[src/rtl/pc_fetch_unit.sv]
// pc_fetch_unit: registered program counter with four next-PC sources, halt/fault trapping and debug counters.
module pc_fetch_unit #(
    parameter logic [31:0] RESET_PC  = 32'h0000_0000,
    parameter int          MEM_BYTES = 240,
    parameter logic [5:0]  HALT_OP   = 6'b111111
) (
    input  logic        CLK,
    input  logic        Reset,
    input  logic        Stall,
    input  logic [1:0]  PCSrc,
    input  logic [5:0]  Op_code,
    input  logic [15:0] Imm_number,
    input  logic [25:0] Jump_target,
    input  logic [31:0] Rs_data,
    output logic [31:0] IAddr,
    output logic [31:0] PC4,
    output logic        Halted,
    output logic        Fault,
    output logic [31:0] Fault_addr,
    output logic [31:0] Inst_count,
    output logic [31:0] Cycle_count
);
    typedef enum logic [1:0] {RUN, HALT, FAULT} state_t;

    state_t      state, state_n;
    logic [31:0] npc, iaddr_n, fault_addr_n, inst_n, cycle_n;
    logic        legal;

    assign PC4 = IAddr + 32'd4;

    always_comb begin
        npc = PCSrc == 2'b00 ? PC4 :
              PCSrc == 2'b01 ? PC4 + {{14{Imm_number[15]}}, Imm_number, 2'b00} :
              PCSrc == 2'b10 ? {PC4[31:28], Jump_target, 2'b00} : Rs_data;
        // 33-bit compare so an address near 2^32 cannot wrap into range
        legal = npc[1:0] == 2'b00 && ({1'b0, npc} + 33'd3) < 33'(MEM_BYTES);
    end

    always_comb begin
        state_n      = state;
        iaddr_n      = IAddr;
        fault_addr_n = Fault_addr;
        inst_n       = Inst_count;
        cycle_n      = Cycle_count;
        if (state == RUN) begin
            cycle_n = &Cycle_count ? Cycle_count : Cycle_count + 32'd1;
            if (!Stall) begin
                if (Op_code == HALT_OP) begin
                    state_n = HALT;
                end else if (!legal) begin
                    state_n      = FAULT;
                    fault_addr_n = npc;
                end else begin
                    iaddr_n = npc;
                    inst_n  = Inst_count + 32'd1;
                end
            end
        end
    end

    always_ff @(posedge CLK) begin
        if (Reset) begin
            state       <= RUN;
            IAddr       <= RESET_PC;
            Fault_addr  <= '0;
            Inst_count  <= '0;
            Cycle_count <= '0;
        end else begin
            state       <= state_n;
            IAddr       <= iaddr_n;
            Fault_addr  <= fault_addr_n;
            Inst_count  <= inst_n;
            Cycle_count <= cycle_n;
        end
    end

    assign Halted = state == HALT;
    assign Fault  = state == FAULT;
endmodule

[config.mk]
export PLATFORM = sky130hd
export DESIGN_NAME = pc_fetch_unit
export DESIGN_NICKNAME = d
export VERILOG_FILES = /design/src/rtl/pc_fetch_unit.sv
export SDC_FILE = /design/constraint.sdc
export NUM_CORES = 1
export LEC_CHECK = 0
export ABC_CLOCK_PERIOD_IN_PS = 11000
export BUFFER_PORTS_ARGS = -buffer_cell sky130_fd_sc_hd__buf_4
export CAP_MARGIN = 10
export CORE_MARGIN = 3
export CORE_UTILIZATION = 30
export DETAILED_ROUTE_END_ITERATION = 10
export PLACE_DENSITY = 0.47
export SYNTH_ARGS = -nofsm -noshare
export SYNTH_HDL_FRONTEND = slang
export SYNTH_SLANG_ARGS = --single-unit
[constraint.sdc]
create_clock -name CLK -period 11 [get_ports CLK]
set_clock_uncertainty 0.1 [all_clocks]
set_input_delay 2.2 -clock CLK [delete_from_list [all_inputs] [get_ports CLK]]
set_output_delay 2.2 -clock CLK [all_outputs]
set_load 0.005 [all_outputs]
==> flow_results.org <==
** Clock network
- Clk Tree Root Cell :: clkbuf_16
- TritonCTS built the clock tree.
- The H-tree was split into 4 levels.
- The clock passes through at most 2 buffers.
- Clock tree synthesis found a total of 130 sinks.
- Number of buffers inserted to repair setup after CTS :: 0
- CTS clk-pin slew, worst paths :: 70 ps
- After clock tree synthesis, the repair step resized 0 gates.
- Clk Latency, worst-skew pair :: between 400 and 500 ps
- Hold_buf cts :: 0
- The number of clock buffers added by TritonCTS is 17.

** Setup path
- The most critical setup path has its startpoint at PCSrc[1].
- Worst setup SP type :: primary input
- The number of cells on the worst reg-to-reg path is 18.
- For the worst setup path, the data arrival time is 7460 ps.
- Category of the critical setup timing path :: primary input to flop
- STA classifies the critical path endpoint as a flop.
- Data on the critical path is required at its endpoint by 11,210 ps.
- In this run the critical register-to-register path is captured at Inst_count[30].
- Reg-to-Reg Start :: IAddr[13]
- Along the worst path, the maximum fanout reaches 33.
- Reg-to-reg slack, setup :: 3780 ps

** Timing
- Fin worst setup slack :: between 3000 and 4000 ps
- Finish-stage setup viols :: 0
- Hold violation total from the final report :: 0
- Adding up every negative setup slack in the final design gives 0 ps.
- For the pin with the worst max-slew slack, the measured transition is 1010 ps.
- In the finished design, the share of the clock period the worst path needs comes to 0.659.
- Setup repair after global routing missed its margin :: false
- Post-layout minimum cycle time :: 7240 ps
- Based on the critical path, the design can be clocked at up to about 140 MHz.
- Worst slack on hold paths :: 361 ps
- In this run the tightest slew margin relative to its limit is 0.325.
- Final Max Slew Viols :: 0

** Cells and area
- Number of nets in the layout :: 1,427
- Once layout is done, the placed cells without fillers occupy 11,600 um2.
- Cell Count, Final, Fillers Out :: 1,703
- Layout overhead on the synthesized area :: 30.8%
- The multi-input combinational cells in the finished layout cover a total of 5880 um2.
- Of the cells placed in the final design, the portion with a size suffix greater than 1 is 0.254.
- The number of antenna diodes in the final layout is 0.
- Filler Cells Inserted :: 3,081
- Sequential standard cell area :: 2600 um2

** Yosys
- Summed instance area of the synthesized netlist :: 8830 um2
- Count of yosys warnings during synthesis :: 0
- Number of synthesized register bits :: 130
- Most used flip-flop cell after synthesis :: dfxtp_1
- Post-Syn Nets :: 1,211
- The cell count after synthesis came out at 1,090.
- Post-synthesis async set-or-reset flop share :: 0
- Synthesized area per cell :: 8.11 um2
- Unique cell type count in the Yosys netlist :: 89
- Sequential area share after synthesis :: 0.295
- In this run, synthesis inferred 0 flip-flops with an integrated enable.

** Route
- Via total after detailed routing :: 9,017
- Dividing the detail-routed wire length by the instance count gives 20.3 um.
- Final routed wirelength across all metal layers :: ~35 mm
- First-pass iteration count of the detailed router :: 5
- The first routing iteration left approximately 560 violations.
- Post-route DRC violation count :: 0
- In the routed layout, each cell is associated on average with a via count of between 5 and 6.
- The detail route stage leaves a number of antenna-violating nets equal to 0.

** Global routing
- Entering global routing, the biggest net connects 63 pins.
- Number of global-route vias before repair :: approximately 8,600
- The total overflow left after global routing is 0.
- Number of antenna violations at the first check in global routing :: 0
- The first global-routing pass estimated roughly 53 mm of wire.
- In the global route stage, overall resource usage came out at 0.215.

** Floorplanning
- In this run the core area contains 62 standard-cell rows.
- Number of I/O pins :: roughly 250
- Effective utilization at floorplan :: 0.306
- Standard cell core area :: 28,900 um2
- Die Height :: around 180 um
- Width of the chip :: 178 um
- Die Outline Area :: 31,500 um2

** Power and ir drop
- Dividing total power by cell area gives a power density of roughly 110 nW/um2.
- VDD sags by at most 0.000110 V.
- Leakage power total :: 4.91 nW

** Worst hold path
- Startpoint of the worst hold path :: Fault_addr[29]
- The tightest min-delay check is of the flop to flop type.
- Along the worst hold path, the cell count comes to 2.
- Endpoint of the worst hold-timing path :: Fault_addr[29]

** Placed design
- Instance area at placement :: approximately 11,000 um2
- Minimum setup slack after placement :: 3390 ps
- Final weighted congestion in routability-driven placement :: 0.896
- The wire-length estimate of the detail-placed layout is 26.8 mm.
- Buffers on Ports :: 246
- Number of placed cells counting well taps :: 1,671

** Status
- The run finished with clean final reports.

** Flow run
- Max Cap Viol :: 0
==> area by class of cell <==
class,instances,share of cell area
Timing Repair Buffer,250,0.162
Tap cell,384,0.0416
Clock buffer,17,0.0368
Inverter,33,0.0107
Clock inverter,15,0.0142
Multi-Input combinational cell,874,0.509
Sequential cell,130,0.225
==> layout by cell type (no fill, tap or decap), drive strengths merged, types with 5 or more instances in the layout <==
cell	instances
mux2	10
nand3	45
or3	24
ha	35
and4	10
or3b	5
nand4	40
nand2	92
nor2b	10
a21oi	78
inv	43
nor2	126
xor2	30
o21a	8
nor4	16
a22oi	5
clkbuf	17
dfxtp	130
o211ai	6
o221ai	7
o22ai	7
and2	34
and3	18
mux4	6
a21o	12
nor3	36
buf	250
o21ai	48
or4	5
or2	8
mux2i	42
xnor2	44
==> per-layer routing <==
layer | up-vias | share of wire | track usage
li1 | 4401 | - | -
met1 | 4306 | 0.45 | 0.291
met2 | 281 | 0.47 | 0.347
met3 | 29 | 0.063 | 0.0449
met4 | 0 | 0.016 | 0.0553
met5 | - | 0 | 0
==> worst max path at each step <==
stage | depth (start not counted) | to | slack (ps)
6_report | 14 | Inst_count[30] | 3760
5_1_grt | 14 | Inst_count[30] | 3390
4_1_cts | 18 | Inst_count[30] | 3820
3_5_place_dp | 14 | Inst_count[30] | 3390
3_3_place_gp | 16 | Inst_count[30] | 3410
2_1_floorplan | 16 | Inst_count[23] | 4930
==> where the power goes <==
part	leakage, nW	internal (mW)	total, mW	switching [mW]
registers	1.05	0.480	0.488	0.00783
clock network	0.286	0.323	0.588	0.265
logic	3.57	0.0749	0.171	0.0959
total	4.91	0.879	1.25	0.369
==> cell families (layout without fill, tap and decap cells) <==
group                    count (synthesis)  after routing  synth area share
AND/OR/NAND/NOR                        481            481             0.289
AO/OA/AOI/OAI                          225            225             0.175
flip-flops                             130            130             0.295
buffers and inverters                   86            315            0.0411
XOR/XNOR                                74             74            0.0734
multiplexers                            58             58            0.0756
adder cells (fa/ha/maj)                 36             36            0.0518
==> stage by stage <==
| stage | power (mW) | util |
|---|---|---|
| after floorplan | 0.592 | - |
| after global placement | 0.671 | 0.380 |
| after detailed placement | 0.670 | 0.380 |
| after CTS | 1.27 | 0.400 |
| after global routing | 1.30 | 0.400 |
| final | 1.25 | 0.400 |
==> state kept, by name, indices dropped and copies added, names as in the netlist <==
register	flops
IAddr	32
state	2
Cycle_count	32
Inst_count	32
Fault_addr	32
==> critical path, stage by stage <==
cell and delay (ps):
buf_4 370, inv_2 320, nand2_1 770, o221a_2 360, nor4bb_1 500, nand4_1 220
nor4_1 260, and4b_4 300, nand2_4 70, mux2i_1 160, nor3_2 480, nand2_1 560
nor4b_1 490, mux2_2 370
==> cells in the mapped netlist (18+ instances only) <==
| library cell | instances | area (um2) |
|---|---|---|
| nor2_1 | 125 | 469 |
| nand4_1 | 37 | 231 |
| mux2i_1 | 42 | 420 |
| nand2_1 | 91 | 342 |
| clkbuf_1 | 34 | 128 |
| nor3_1 | 33 | 165 |
| or3_1 | 23 | 144 |
| nand3_1 | 45 | 225 |
| xor2_1 | 30 | 263 |
| xnor2_1 | 44 | 385 |
| inv_1 | 32 | 120 |
| and3_1 | 18 | 113 |
| and2_1 | 32 | 200 |
| dfxtp_1 | 130 | 2600 |
| ha_1 | 35 | 438 |
| a21oi_1 | 75 | 375 |
| o21ai_0 | 39 | 195 |
Power figures use the tool's default switching activity.
